==> config.mk <==
export PLATFORM = sky130hd
export DESIGN_NAME = qspi_xip_line_fetcher_flat
export DESIGN_NICKNAME = d
export VERILOG_FILES = /design/src/rtl/qspi_xip_pkg.sv /design/src/rtl/qspi_xip_line_fetcher_if.sv /design/src/rtl/qspi_sck_gen.sv /design/src/rtl/qspi_xip_line_fetcher.sv /design/src/flat_wrapper.sv
export SDC_FILE = /design/constraint.sdc
export NUM_CORES = 1
export LEC_CHECK = 0
export BUFFER_PORTS_ARGS = -buffer_cell sky130_fd_sc_hd__buf_2
export CAP_MARGIN = 25
export CORE_AREA = 2 2 170 213
export DETAILED_ROUTE_END_ITERATION = 7
export DIE_AREA = 0 0 172 215
export GPL_TIMING_DRIVEN = 1
export SYNTH_ARGS = -nofsm -noshare
export SYNTH_HDL_FRONTEND = slang
export SYNTH_HIERARCHICAL = 1
export SYNTH_SLANG_ARGS = --single-unit
==> constraint.sdc <==
create_clock -name clk -period 3.35 [get_ports clk]
set_input_delay 0.335 -clock clk [delete_from_list [all_inputs] [get_ports clk]]
set_output_delay 0.335 -clock clk [all_outputs]
set_load 0.01 [all_outputs]
==> src/rtl/qspi_xip_pkg.sv <==
// Shared constants, FSM encoding and transmit-nibble helper for the QSPI XiP line fetcher.
package qspi_xip_pkg;

    localparam logic [7:0] OPC_QIO_READ = 8'hEB;
    localparam logic [7:0] MODE_CONT    = 8'hA5;
    localparam logic [7:0] MODE_EXIT    = 8'hFF;

    typedef enum logic [2:0] {
        ST_IDLE  = 3'd0,
        ST_CMD   = 3'd1,
        ST_ADDR  = 3'd2,
        ST_MODE  = 3'd3,
        ST_DUMMY = 3'd4,
        ST_DATA  = 3'd5,
        ST_CSH   = 3'd6
    } fetch_state_e;

    // Nibble to present on IO[3:0] for SCK cycle idx of a transmit phase
    function automatic logic [3:0] tx_nibble(input fetch_state_e st, input logic [2:0] idx,
                                             input logic [23:0] a, input logic [7:0] mode);
        logic [3:0] nib;
        nib = 4'h0;
        case (st)
            ST_CMD:  nib = {3'b000, OPC_QIO_READ[3'd7 - idx]};
            ST_ADDR: begin
                case (idx)
                    3'd0:    nib = a[23:20];
                    3'd1:    nib = a[19:16];
                    3'd2:    nib = a[15:12];
                    3'd3:    nib = a[11:8];
                    3'd4:    nib = a[7:4];
                    3'd5:    nib = a[3:0];
                    default: nib = 4'h0;
                endcase
            end
            ST_MODE: nib = idx[0] ? mode[3:0] : mode[7:4];
            default: nib = 4'h0;
        endcase
        return nib;
    endfunction

endpackage

==> src/rtl/qspi_xip_line_fetcher_if.sv <==
// Cache-side request/response and flash pad signals of the line fetcher.
interface qspi_xip_line_fetcher_if #(
    parameter int LINE_BYTES = 16
);
    logic [23:0]             addr;
    logic                    rd;
    logic                    busy;
    logic                    done;
    logic [LINE_BYTES*8-1:0] line;
    logic                    sck;
    logic                    ce_n;
    logic [3:0]              din;
    logic [3:0]              dout;
    logic                    douten;

    // Cache controller plus pad ring
    modport master (
        output addr, rd, din,
        input  busy, done, line, sck, ce_n, dout, douten
    );

    // Line fetcher
    modport slave (
        input  addr, rd, din,
        output busy, done, line, sck, ce_n, dout, douten
    );
endinterface

==> src/rtl/qspi_sck_gen.sv <==
// SCK divider: toggles sck every CLK_DIV clk while enabled, flags the clk edge of each SCK edge.
module qspi_sck_gen #(
    parameter int CLK_DIV = 1
) (
    input  logic clk,
    input  logic rst_n,
    input  logic en,
    output logic sck,
    output logic rise,
    output logic fall
);
    localparam logic [2:0] DIV_LAST = 3'(CLK_DIV - 1);

    logic [2:0] div_cnt_r;
    logic       sck_r;
    logic       tick_s;

    assign tick_s = en && (div_cnt_r == DIV_LAST);
    assign rise   = tick_s && !sck_r;
    assign fall   = tick_s && sck_r;
    assign sck    = sck_r;

    // Half-period counter, parked at phase zero with sck low while disabled
    always_ff @(posedge clk or negedge rst_n) begin
        if (!rst_n) begin
            div_cnt_r <= 3'd0;
            sck_r     <= 1'b0;
        end else if (!en) begin
            div_cnt_r <= 3'd0;
            sck_r     <= 1'b0;
        end else if (tick_s) begin
            div_cnt_r <= 3'd0;
            sck_r     <= ~sck_r;
        end else begin
            div_cnt_r <= div_cnt_r + 3'd1;
        end
    end
endmodule

==> src/rtl/qspi_xip_line_fetcher.sv <==
// Quad I/O (0xEB) flash line fetcher with continuous-read mode for the XiP cache.
module qspi_xip_line_fetcher
    import qspi_xip_pkg::*;
#(
    parameter int LINE_BYTES = 16,
    parameter int DUMMY_CLKS = 4,
    parameter int CLK_DIV    = 1,
    parameter int CONT_READ  = 1,
    parameter int CSH_CLKS   = 2
) (
    input  logic                   clk,
    input  logic                   rst_n,
    qspi_xip_line_fetcher_if.slave bus
);
    localparam int          LINE_W    = LINE_BYTES * 8;
    localparam logic [7:0]  MODE_BYTE = (CONT_READ != 0) ? MODE_CONT : MODE_EXIT;
    localparam logic [23:0] LOW_MASK  = 24'(LINE_BYTES - 1);
    localparam logic [7:0]  DUMMY_LEN = 8'(DUMMY_CLKS);
    localparam logic [7:0]  DATA_LEN  = 8'(2 * LINE_BYTES);
    localparam logic [3:0]  CSH_LAST  = 4'(CSH_CLKS - 1);

    fetch_state_e      state_r;
    logic [23:0]       addr_r;
    logic              cont_r;
    logic              ce_n_r;
    logic              busy_r;
    logic              done_r;
    logic              douten_r;
    logic [3:0]        dout_r;
    logic [3:0]        hi_nib_r;
    logic [3:0]        csh_cnt_r;
    logic [7:0]        cnt_r;
    logic [LINE_W-1:0] rx_r;
    logic [LINE_W-1:0] line_r;
    logic              sck_s;
    logic              rise_s;
    logic              fall_s;

    function automatic logic [7:0] phase_len(input fetch_state_e st);
        logic [7:0] len;
        case (st)
            ST_CMD:   len = 8'd8;
            ST_ADDR:  len = 8'd6;
            ST_MODE:  len = 8'd2;
            ST_DUMMY: len = DUMMY_LEN;
            default:  len = DATA_LEN;
        endcase
        return len;
    endfunction

    qspi_sck_gen #(.CLK_DIV(CLK_DIV)) u_sck_gen (
        .clk   (clk),
        .rst_n (rst_n),
        .en    (~ce_n_r),
        .sck   (sck_s),
        .rise  (rise_s),
        .fall  (fall_s)
    );

    assign bus.busy   = busy_r;
    assign bus.done   = done_r;
    assign bus.line   = line_r;
    assign bus.sck    = sck_s;
    assign bus.ce_n   = ce_n_r;
    assign bus.dout   = dout_r;
    assign bus.douten = douten_r;

    // Fetch FSM: phases advance on the SCK fall after their last rise; data sampled on rises
    always_ff @(posedge clk or negedge rst_n) begin
        if (!rst_n) begin
            state_r   <= ST_IDLE;
            addr_r    <= 24'h000000;
            cont_r    <= 1'b0;
            ce_n_r    <= 1'b1;
            busy_r    <= 1'b0;
            done_r    <= 1'b0;
            douten_r  <= 1'b0;
            dout_r    <= 4'h0;
            hi_nib_r  <= 4'h0;
            csh_cnt_r <= 4'd0;
            cnt_r     <= 8'd0;
            rx_r      <= '0;
            line_r    <= '0;
        end else begin
            done_r <= 1'b0;
            case (state_r)
                ST_IDLE: begin
                    if (bus.rd) begin
                        addr_r  <= bus.addr & ~LOW_MASK;
                        busy_r  <= 1'b1;
                        state_r <= cont_r ? ST_ADDR : ST_CMD;
                    end else begin
                        busy_r <= 1'b0;
                    end
                end
                ST_CMD, ST_ADDR, ST_MODE, ST_DUMMY, ST_DATA: begin
                    if (ce_n_r) begin
                        // First clk after accept: select the flash with the first nibble already out
                        ce_n_r   <= 1'b0;
                        cnt_r    <= 8'd0;
                        douten_r <= 1'b1;
                        dout_r   <= tx_nibble(state_r, 3'd0, addr_r, MODE_BYTE);
                    end else if (rise_s) begin
                        cnt_r <= cnt_r + 8'd1;
                        if (state_r == ST_DATA) begin
                            if (cnt_r[0]) begin
                                rx_r <= {hi_nib_r, bus.din, rx_r[LINE_W-1:8]};
                            end else begin
                                hi_nib_r <= bus.din;
                            end
                        end else begin
                            hi_nib_r <= hi_nib_r;
                        end
                    end else if (fall_s) begin
                        if (cnt_r == phase_len(state_r)) begin
                            cnt_r <= 8'd0;
                            case (state_r)
                                ST_CMD: begin
                                    state_r <= ST_ADDR;
                                    dout_r  <= tx_nibble(ST_ADDR, 3'd0, addr_r, MODE_BYTE);
                                end
                                ST_ADDR: begin
                                    state_r <= ST_MODE;
                                    dout_r  <= tx_nibble(ST_MODE, 3'd0, addr_r, MODE_BYTE);
                                end
                                ST_MODE: begin
                                    state_r  <= (DUMMY_CLKS != 0) ? ST_DUMMY : ST_DATA;
                                    douten_r <= 1'b0;
                                    dout_r   <= 4'h0;
                                end
                                ST_DUMMY: begin
                                    state_r <= ST_DATA;
                                end
                                default: begin
                                    state_r   <= ST_CSH;
                                    ce_n_r    <= 1'b1;
                                    done_r    <= 1'b1;
                                    line_r    <= rx_r;
                                    cont_r    <= (CONT_READ != 0);
                                    csh_cnt_r <= 4'd0;
                                end
                            endcase
                        end else begin
                            dout_r <= tx_nibble(state_r, cnt_r[2:0], addr_r, MODE_BYTE);
                        end
                    end else begin
                        cnt_r <= cnt_r;
                    end
                end
                ST_CSH: begin
                    if (csh_cnt_r == CSH_LAST) begin
                        state_r <= ST_IDLE;
                        busy_r  <= 1'b0;
                    end else begin
                        csh_cnt_r <= csh_cnt_r + 4'd1;
                    end
                end
                default: begin
                    state_r <= ST_IDLE;
                    busy_r  <= 1'b0;
                    ce_n_r  <= 1'b1;
                end
            endcase
        end
    end
endmodule
==> src/flat_wrapper.sv <==
// flat-port wrapper written by rule: the top's interface ports become plain ports
module qspi_xip_line_fetcher_flat import qspi_xip_pkg::*;
#(
    parameter int LINE_BYTES = 16,
    parameter int DUMMY_CLKS = 4,
    parameter int CLK_DIV    = 1,
    parameter int CONT_READ  = 1,
    parameter int CSH_CLKS   = 2
)
  (clk, rst_n, bus_addr, bus_rd, bus_din, bus_busy, bus_done, bus_line, bus_sck, bus_ce_n, bus_dout, bus_douten);
  qspi_xip_line_fetcher_if #(.LINE_BYTES(LINE_BYTES)) bus_i ();
  input  logic clk;
  input  logic rst_n;
  input wire logic [$bits(bus_i.addr)-1:0] bus_addr;
  input wire logic [$bits(bus_i.rd)-1:0] bus_rd;
  input wire logic [$bits(bus_i.din)-1:0] bus_din;
  output wire logic [$bits(bus_i.busy)-1:0] bus_busy;
  output wire logic [$bits(bus_i.done)-1:0] bus_done;
  output wire logic [$bits(bus_i.line)-1:0] bus_line;
  output wire logic [$bits(bus_i.sck)-1:0] bus_sck;
  output wire logic [$bits(bus_i.ce_n)-1:0] bus_ce_n;
  output wire logic [$bits(bus_i.dout)-1:0] bus_dout;
  output wire logic [$bits(bus_i.douten)-1:0] bus_douten;
  assign bus_i.addr = bus_addr;
  assign bus_i.rd = bus_rd;
  assign bus_i.din = bus_din;
  assign bus_busy = bus_i.busy;
  assign bus_done = bus_i.done;
  assign bus_line = bus_i.line;
  assign bus_sck = bus_i.sck;
  assign bus_ce_n = bus_i.ce_n;
  assign bus_dout = bus_i.dout;
  assign bus_douten = bus_i.douten;
  qspi_xip_line_fetcher #(.LINE_BYTES(LINE_BYTES), .DUMMY_CLKS(DUMMY_CLKS), .CLK_DIV(CLK_DIV), .CONT_READ(CONT_READ), .CSH_CLKS(CSH_CLKS)) u_core (.clk(clk), .rst_n(rst_n), .bus(bus_i));
endmodule
==> out/metrics.yaml, run 1 <==
grt_overflow: 0
yosysMostFrequentCell: "nand2_1"
grt_pass1_wl_mm: 45.0
wl_per_cell_um: 15.5
cts_buffer_depth: 3
outcome: "complete, no violations"
die_area_sq_um: 37000
maxCapViolCount: 0
drt_iter0_markers: 570
synth-async-reset-ratio: 1.00
reg2regPathDepth: 5
period_needed_ns: 2.85
path_class: "register to register"
fp.dieH_um: 215
grt_usage: 0.151
area_growth_pct: 21.4
die_w_um: 172
end_kind: "register"
drt_first_pass_iters: 6
drt.antenna.violating_nets: 0
finalCritPeriodShare: 0.851
ios: 168
nFillCells: 3425
syn_area_sq_um: 12400
yosysTopAreaCell: "dfrtp_1"
ys_seq_elements: 308
cts.sinks: 308
irDropWorstVdd_uv: 370
dp_hpwl_mm: 17.8
rsz0062_at_grt: "false"
crit_path_top_delay_cell: "dfrtp_1"
max_freq_mhz: 351
p_per_area_nw_per_um2: 653
rows: 77
start_util: 0.354
synth_area_per_cell_sq_um: 11.4
min_delay_path_depth: 2
ys_warn_count: 6
drc_errors: 0
path_cells: "nor3b_2 -> a221oi_2 -> a211oi_2 -> a41o_1 -> mux2_2"
synth_top_cell_area_share: 0.619
grt_antenna_before_repair: 0
grt_pass1_vias: 8491
clk_transition_reported_paths_ns: 0.07
path_max_fanout: 20
htree_num_levels: 1
ctsResizeCount: 0
critPathTopFamily: "compound AO/OA/AOI/OAI gates"
root_buffer: "clkbuf_16"
insertion_delay_ns: 0.57
clock_skew_ns: 0.0117
slew_headroom: 0.560
gp_congestion: 0.861
hp-class: "primary input to register"
synth_area_leaders: "dfrtp_1, mux2_2, nand2_1"
yosysUniqueCellTypes: 61
critPathRequiredTime_ns: 3.80
routed_wl_mm: 27.4
synth_edf_count: 0
final.setup.tns_ns: 0
path_depth: 5
max_stage_delay_ns: 0.73
yosysSeqAreaShare: 0.621
final-setup-viol-count: 0
ff2ff_setup_slack_ns: 0.50
cts_buffers: 31
drive_gt1_frac: 0.307
grt_max_degree: 85
diodes: 0
syn_inst: 1092
vias: 8398
critPathLaunchType: "register"
final-hold-violation-count: 0
worstMarginPinSlew_ns: 0.659
synth_common_cells: "nand2_1, dfrtp_1, mux2_2"
port_buffers: 163
cts_tree: "yes"
vias_per_cell: 4.74
ys.flop_type: "dfrtp_1"
fin_nets: 1314
slew_viol_final: 0
syn-num-nets: 1132
power.total_uw: 9850
core_sq_um: 35100
path_buf_inv: 0
arrival_ns: 3.30
p_leak_uw: 0.00815
==> metrics by stage <==
step	std cells	util	hold WS (ns)	setup WS, ns	cell area [sq um]
floorplan	1092	-	0.0394	0.683	12400
global placement	1692	0.395	0.374	0.605	13900
detailed placement	1692	0.395	0.376	0.594	13900
CTS	1769	0.430	0.00124	0.579	15100
global route	1770	0.430	0.0142	0.377	15100
finish	1770	0.430	0.0350	0.500	15100
==> cells by family after synthesis <==
logic type | count (synthesis) | synth area share
xor gates and xnor gates | 3 | 0.00212
adders and majority gates | 9 | 0.00907
buffers and inverters | 71 | 0.0248
muxes | 160 | 0.145
and+or+nand+nor | 470 | 0.154
AOI/OAI and AO/OA | 71 | 0.0446
DFF | 308 | 0.621
==> power breakdown <==
group	internal, uW	switching, uW
logic	872	1020
clock network	1970	1430
registers	4130	437
total	6970	2880
==> metal layers <==
| layer | track usage | vias to the layer above | routed length [um] |
|---|---|---|---|
| met5 | 0 | - | 0 |
| met4 | 0.0499 | 0 | 705 |
| met2 | 0.254 | 207 | 13400 |
| met1 | 0.195 | 4133 | 11800 |
| li1 | - | 4011 | - |
| met3 | 0.0276 | 47 | 1420 |
==> what timing repair did <==
action                    4_1_cts  5_1_grt
hold buffers                   22        1
setup buffers                   0        0
hold endpoints to repair       97        1
==> placed cells by master, fill, tap and decap left out, types with 3 or more instances in the layout <==
master / instances
nand2_1: 399
dfrtp_1: 307
buf_2: 162
mux2_2: 156
clkbuf_16: 31
dlygate4sd3_1: 23
o21ai_0: 18
nor2_1: 15
inv_1: 14
clkbuf_1: 11
nand3_1: 11
buf_4: 10
ha_1: 9
buf_12: 9
a31oi_1: 7
nor3_1: 7
a21oi_1: 7
nand2b_1: 6
nand4_1: 6
clkbuf_8: 5
nor2b_1: 4
and2_1: 4
mux2i_1: 4
a222oi_1: 4
a32oi_1: 4
nor4_1: 3
o31ai_1: 3
a22o_1: 3
==> worst paths after layout <==
kind                                     start                  end
hold / removal                      bus_din[3]   u_core/hi_nib_r[3]
min in group asynchronous                rst_n   u_core/bus.dout[2]
hold reg to reg            u_core/bus.line[31]  u_core/bus.line[31]
setup reg to reg             u_core/state_r[1]      u_core/cnt_r[2]
max in group asynchronous                rst_n  u_core/bus.line[62]
setup / recovery             u_core/state_r[1]      u_core/cnt_r[2]
==> state kept, by name, summed over array words and instances (netlist names) <==
register	flops
u_core/addr_r	20
u_core/bus.busy	1
u_core/bus.ce_n	1
u_core/bus.done	1
u_core/bus.dout	4
u_core/bus.douten	1
u_core/bus.line	128
u_core/cnt_r	8
u_core/cont_r	1
u_core/csh_cnt_r	4
u_core/hi_nib_r	4
u_core/rx_r	128
u_core/state_r	3
u_core/u_sck_gen/div_cnt_r	3
u_core/u_sck_gen/sck	1
==> worst register-to-register path: stages (launching register included) <==
cell,delay [ns]
dfrtp_1,0.73
nor3b_2,0.45
a221oi_2,0.09
a211oi_2,0.62
a41o_1,0.47
mux2_2,0.38
==> area by class of cell <==
type,count,area [sq um],area share
Inverter,15,56.3,0.00373
Clock inverter,8,110,0.00730
Tap cell,474,593,0.0393
Timing Repair Buffer,205,1310,0.0870
Multi-Input combinational cell,713,4410,0.293
Clock buffer,47,886,0.0588
Sequential cell,308,7710,0.511
No activity file was read; power rests on OpenSTA's default activity.
==> run 2, diff against run 1 <==
--- a/config.mk
+++ b/config.mk
@@ -5,11 +5,12 @@
 export SDC_FILE = /design/constraint.sdc
 export NUM_CORES = 1
 export LEC_CHECK = 0
+export ABC_AREA = 1
 export BUFFER_PORTS_ARGS = -buffer_cell sky130_fd_sc_hd__buf_2
 export CAP_MARGIN = 25
-export CORE_AREA = 2 2 170 213
+export CORE_AREA = 2 2 171 215
 export DETAILED_ROUTE_END_ITERATION = 7
-export DIE_AREA = 0 0 172 215
+export DIE_AREA = 0 0 173 217
 export GPL_TIMING_DRIVEN = 1
 export SYNTH_ARGS = -nofsm -noshare
 export SYNTH_HDL_FRONTEND = slang
==> out/metrics.yaml, run 2 <==
area_growth_pct: 18.5
grt_antenna_before_repair: 2  # +2
start_util: 0.352  # -0.00193
yosysMostFrequentCell: "nand2_1"
reg2regPathDepth: 11  # +6
grt_pass1_wl_mm: 47.4  # +5.5%
drc_errors: 0  # unchanged
clk_transition_reported_paths_ns: 0.06  # about the same
finalCritPeriodShare: 0.797  # -0.0541
min_delay_path_depth: 2  # unchanged
path_max_fanout: 131  # +560%
grt_pass1_vias: 9057  # +6.7%
p_int_uw: 6820  # -2.3%
r2r_start: "u_core/bus.ce_n"
cts_setup_buffers: 0  # unchanged
insertion_delay_ns: 0.51  # -0.06 ns
yosysTopAreaCell: "dfrtp_1"
cts_buffers: 34  # +9.7%
wl_per_cell_um: 14.1  # -8.9%
fp.dieH_um: 217  # +0.93%
max_stage_delay_ns: 0.59  # -0.14 ns
die_area_sq_um: 37500  # +1.5%
worstMarginPinSlew_ns: 0.976  # +0.317 ns
arrival_ns: 3.11  # -0.19 ns
vias: 9033  # +7.6%
hp-class: "primary input to register"
p_sw_frac: 0.296  # +0.00396
port_buffers: 163  # unchanged
grt_max_degree: 155  # +82%
routed_wl_mm: 27.9  # +1.9%
maxCapViolCount: 0  # unchanged
outcome: "complete, no violations"
ys_warn_count: 6  # unchanged
synth_compound_area_frac: 0.130  # +0.0850
period_needed_ns: 2.67  # -0.181 ns
p_per_area_nw_per_um2: 650  # -0.56%
yosysSeqAreaShare: 0.613  # -0.00796
drt_iter0_markers: 622  # +9.1%
htree_num_levels: 2  # +1
ios: 168  # unchanged
grt_usage: 0.153  # +0.00261
synth_top_cell_area_share: 0.611  # -0.00794
slew_headroom: 0.348  # -0.212
p_sw_uw: 2870  # -0.37%
cts.sinks: 308  # unchanged
final_cell_area_sq_um: 14900  # -1.2%
rsz0062_at_grt: "false"
yosysUniqueCellTypes: 31  # -49%
ys.flop_type: "dfrtp_1"
pwr-share-clk: 0.378  # +0.033
final_common_cell: "nand2_1"
irDropWorstVdd_uv: 399  # +8.1%
grt_overflow: 0  # unchanged
diodes: 0  # unchanged
p_leak_uw: 0.00722  # -11%
final_cell_mix: "nand2_1, dfrtp_1, buf_2"
path_cells: "clkinv_1 -> nand4_1 -> inv_1 -> nor2_1 -> nand2_1 -> nor2_1 -> nand3_4 -> buf_12 -> clkinv_1 -> nand2_1 -> nand2_1"
vias_per_cell: 4.56  # -3.9%
yosys.area_share.adder: 0.00895  # -0.000116
syn_inst: 1328  # +22%
cts_buffer_depth: 3  # unchanged
max_freq_mhz: 375  # +6.8%
ctsResizeCount: 0  # unchanged
end_kind: "register"
drt_first_pass_iters: 5  # -1
slew_viol_final: 0  # unchanged
synth_area_per_cell_sq_um: 9.47  # -17%
synth_area_leaders: "dfrtp_1, nand2_1, o21ai_0"
core_sq_um: 35700  # +1.9%
synth_common_cells: "nand2_1, dfrtp_1, o21ai_0"
synth_edf_count: 0  # unchanged
min_from: "bus_addr[10]"
synth-async-reset-ratio: 1.00  # unchanged
synth_mux_area_frac: 0.0134  # -0.131
clock_skew_ns: 0.0177  # +0.00599 ns
root_buffer: "clkbuf_16"
synth_simple_gate_area_frac: 0.152  # -0.00208
dp_hpwl_mm: 18.5  # +4.1%
crit_path_top_delay_cell: "dfstp_2"
fin_nets: 1520  # +16%
ys_seq_elements: 308  # unchanged
pwr-share-seq: 0.442  # -0.021
gp_congestion: 0.823  # -4.4%
drive_gt1_frac: 0.198  # -0.109
synthXorXnorAreaFrac: 0.00139  # -0.000723
comb_power_share: 0.180  # -0.012
nFillCells: 3593  # +4.9%
final-hold-violation-count: 0  # unchanged
syn_area_sq_um: 12600  # +1.3%
cts_tree: "yes"
drt.antenna.violating_nets: 0  # unchanged
placed_cell_area_sq_um: 13800  # -0.40%
critPathRequiredTime_ns: 3.79  # about the same
rows: 78  # +1.3%
synth_top_family_by_area: "simple AND/OR/NAND/NOR gates"
path_common_cell: "nand2_1"
final.setup.tns_ns: 0  # unchanged
critPathLaunchType: "register"
path_class: "register to register"
syn-num-nets: 1368  # +21%
final-setup-viol-count: 0  # unchanged
cts_hold_buf: 1  # -95%
die_w_um: 173  # +0.58%
startpoint: "u_core/bus.ce_n"
[run 2: final timing paths]
path                            slack [ns]                       endpoint
worst max register to register        0.68             u_core/bus.line[7]
min in group asynchronous             0.46            u_core/csh_cnt_r[2]
worst min-delay path                  0.06              u_core/addr_r[10]
worst max-delay path                  0.68             u_core/bus.line[7]
max in group asynchronous             1.98                u_core/rx_r[30]
worst min register to register        0.45  u_core/u_sck_gen/div_cnt_r[0]
[run 2: cell families after synthesis]
kind of cell    after synthesis
compound gates              297
xor+xnor                      2
fa+ha+maj                     9
buf+inv                     226
flops                       308
mux                          15
simple gates                471
[run 2: critical path: cells and delay by family (launching register included)]
| family | cells | cell delay [ns] |
|---|---|---|
| buffers and inverters | 4 | 0.88 |
| DFF | 1 | 0.59 |
| and+or+nand+nor | 7 | 1.04 |
[run 2: through the flow]
stage	hold WS (ns)	total power (uW)	cells	setup WS, ns	util
after floorplan	0.0394	5570	1328	0.987	-
after global placement	0.435	6030	1923	0.803	0.386
after detailed placement	0.435	6090	1923	0.702	0.386
after CTS	0.0282	9840	1981	0.705	0.417
after global routing	0.0290	10300	1981	0.421	0.417
final	0.0551	9680	1981	0.681	0.417
[run 2: cell type report]
type | instances | area (sq um) | area share
clock inverters | 8 | 78.8 | 0.00529
clock buffers | 49 | 1020 | 0.0683
multi-input cells | 794 | 3850 | 0.259
flip-flops and latches | 308 | 7710 | 0.517
well taps | 480 | 601 | 0.0403
inverters | 164 | 616 | 0.0413
repair buffers | 178 | 1030 | 0.0690
[run 2: power by group through the flow]
stage	Clock (uW)	Sequential, uW	Combinational, uW
final	3670	4280	1740
after global routing	3960	4320	1990
after CTS	3810	4270	1760
after detailed placement	0	4340	1750
after global placement	0	4330	1700
after floorplan	0	4280	1290
[run 2: layer usage]
layer	track usage	up-vias	part of all wire
met5	0	-	0.00086
met4	0.0514	4	0.027
met3	0.0381	57	0.052
met2	0.252	177	0.47
met1	0.198	4264	0.45
li1	-	4531	-
==> run 3, diff against run 2 <==
==> constraint.sdc (replaced) <==
create_clock -name clk -period 2.6 [get_ports clk]
set_input_delay 0.26 -clock clk [delete_from_list [all_inputs] [get_ports clk]]
set_output_delay 0.26 -clock clk [all_outputs]
set_load 0.01 [all_outputs]
==> out/metrics.yaml, run 3 (synthesis gave the netlist of run 2 again) <==
post-place-ws_ns: 0.195  # -0.507 ns
r2r-end: "u_core/bus.line[102]"
root_buffer: "clkbuf_16"
cts_buffer_depth: 3  # unchanged
setup_ws_ns: 0.236  # -0.445 ns
rows: 78  # unchanged
htree_num_levels: 2  # unchanged
startpoint: "u_core/bus.ce_n"
die_w_um: 173  # unchanged
final_cell_mix: "nand2_1, dfrtp_1, buf_2"
arrival_ns: 2.76  # -0.35 ns
vias_per_cell: 4.60  # +0.78%
grt_usage: 0.156  # +0.00275
rsz0062_at_grt: "false"
grt_pass1_vias: 9198  # +1.6%
drt.antenna.violating_nets: 0  # unchanged
outcome: "complete, no violations"
gp_congestion: 0.832  # +1.2%
final_common_cell: "nand2_1"
slew_headroom: 0.517  # +0.169
power.total_uw: 13000  # +35%
clock_skew_ns: 0.0114  # -0.00630 ns
dp_hpwl_mm: 18.8  # +1.8%
ios: 168  # unchanged
fin_nets: 1560  # +2.6%
grt_pass1_wl_mm: 48.1  # +1.5%
hold_slack_ns: 0.0257  # -0.0294 ns
vias: 9306  # +3.0%
final-hold-violation-count: 0  # unchanged
start_util: 0.352  # unchanged
p_per_area_nw_per_um2: 844  # +30%
final.setup.tns_ns: 0  # unchanged
cts_tree: "yes"
irDropWorstVdd_uv: 484  # +21%
cts_buffers: 34  # unchanged
r2r_start: "u_core/bus.ce_n"
critPathRequiredTime_ns: 3.00  # -0.79 ns
max_freq_mhz: 423  # +13%
hp-class: "primary input to register"
ff2ff_setup_slack_ns: 0.24  # -0.45 ns
p_leak_uw: 0.00748  # +3.6%
period_needed_ns: 2.36  # -0.305 ns
clk_transition_reported_paths_ns: 0.06  # about the same
fp.dieH_um: 217  # unchanged
critical_path.endpoint: "u_core/bus.line[102]"
slew_viol_final: 0  # unchanged
maxCapViolCount: 0  # unchanged
cts.sinks: 308  # unchanged
routed_wl_mm: 29.9  # +7.2%
worstMarginPinSlew_ns: 0.725  # -0.251 ns
drc_errors: 0  # unchanged
end_kind: "register"
insertion_delay_ns: 0.52  # about the same
port_buffers: 163  # unchanged
critPathLaunchType: "register"
diodes: 0  # unchanged
path_class: "register to register"
core_sq_um: 35700  # unchanged
finalCritPeriodShare: 0.909  # +0.113
drt_first_pass_iters: 5  # unchanged
final-setup-viol-count: 0  # unchanged
grt_antenna_before_repair: 2  # unchanged
grt_max_degree: 114  # -26%
reg2regPathDepth: 11  # unchanged
wl_per_cell_um: 14.8  # +4.9%
die_area_sq_um: 37500  # unchanged
drive_gt1_frac: 0.207  # +0.00925
drt_iter0_markers: 606  # -2.6%
area_growth_pct: 22.8
path_max_fanout: 57  # -56%
grt_overflow: 0  # unchanged
==> run 3: changes by cell type in the layout (fill, tap and decap cells not counted), sizes merged <==
| cell | delta |
|---|---|
| clkinvlp | -1 |
| clkinv | +1 |
| clkbuf | +1 |
| nand3 | +1 |
| dlygate4sd3 | +20 |
| buf | +17 |
| bufinv | +5 |
==> run 3: how the worst min path moves through the flow <==
| stage | depth (start not counted) | start | endpoint | slack, ns |
|---|---|---|---|---|
| 2_1_floorplan | 0 | rst_n | u_core/addr_r[10] | -0.04 |
| 3_3_place_gp | 1 | rst_n | u_core/bus.dout[2] | 0.32 |
| 3_5_place_dp | 1 | rst_n | u_core/bus.dout[1] | 0.33 |
| 4_1_cts | 3 | bus_din[0] | u_core/rx_r[120] | 0.005 |
| 5_1_grt | 3 | bus_din[0] | u_core/rx_r[120] | 0.02 |
| 6_report | 3 | bus_din[0] | u_core/rx_r[120] | 0.03 |
==> run 3: what timing repair did <==
| item | 4_1_cts | 5_1_grt |
|---|---|---|
| setup buffers | 0 | 5 |
| hold buffers | 21 | 0 |
| hold endpoints to repair | 95 | 0 |
| endpoints found under the setup margin | 0 | 117 |
| gates resized for setup | 0 | 3 |
==> run 3: area by class of cell <==
cell class | instances | area (sq um)
Timing Repair Buffer | 217 | 1450
Tap cell | 480 | 601
Sequential cell | 308 | 7710
Clock buffer | 48 | 973
Clock inverter | 13 | 238
Fill cell | 3569 | 20300
Inverter | 164 | 616
Multi-Input combinational cell | 795 | 3870
==> run 3: per-stage QoR <==
stage                     area (sq um)  cells  utilization
final                            15400   2025        0.433
after global routing             15400   2025        0.433
after CTS                        15300   2017        0.429
after detailed placement         13900   1935        0.389
after global placement           13900   1935        0.389
after floorplan                  12600   1328            -
==> run 3: report_power, final <==
group | internal (uW) | switching, uW
clock network | 3230 | 1960
registers | 5210 | 277
logic | 818 | 1550
==> run 3: metal layers <==
| metal | wire length, um | track usage | vias up |
|---|---|---|---|
| met5 | 18 | 0 | - |
| met4 | 514 | 0.0412 | 4 |
| met3 | 1740 | 0.0428 | 41 |
| met2 | 14700 | 0.261 | 195 |
| met1 | 12900 | 0.199 | 4431 |
| li1 | - | - | 4635 |
==> run 3: critical path, cell delays in order, from the launching register on <==
cell and delay (ns):
dfstp_2 0.59, clkinv_1 0.10, nand4_1 0.11, inv_1 0.12, nor2_1 0.20, nand2_1 0.11
nor2_1 0.23, nand3_4 0.14, buf_4 0.22, buf_16 0.19, nand2_1 0.11, o21ai_1 0.06
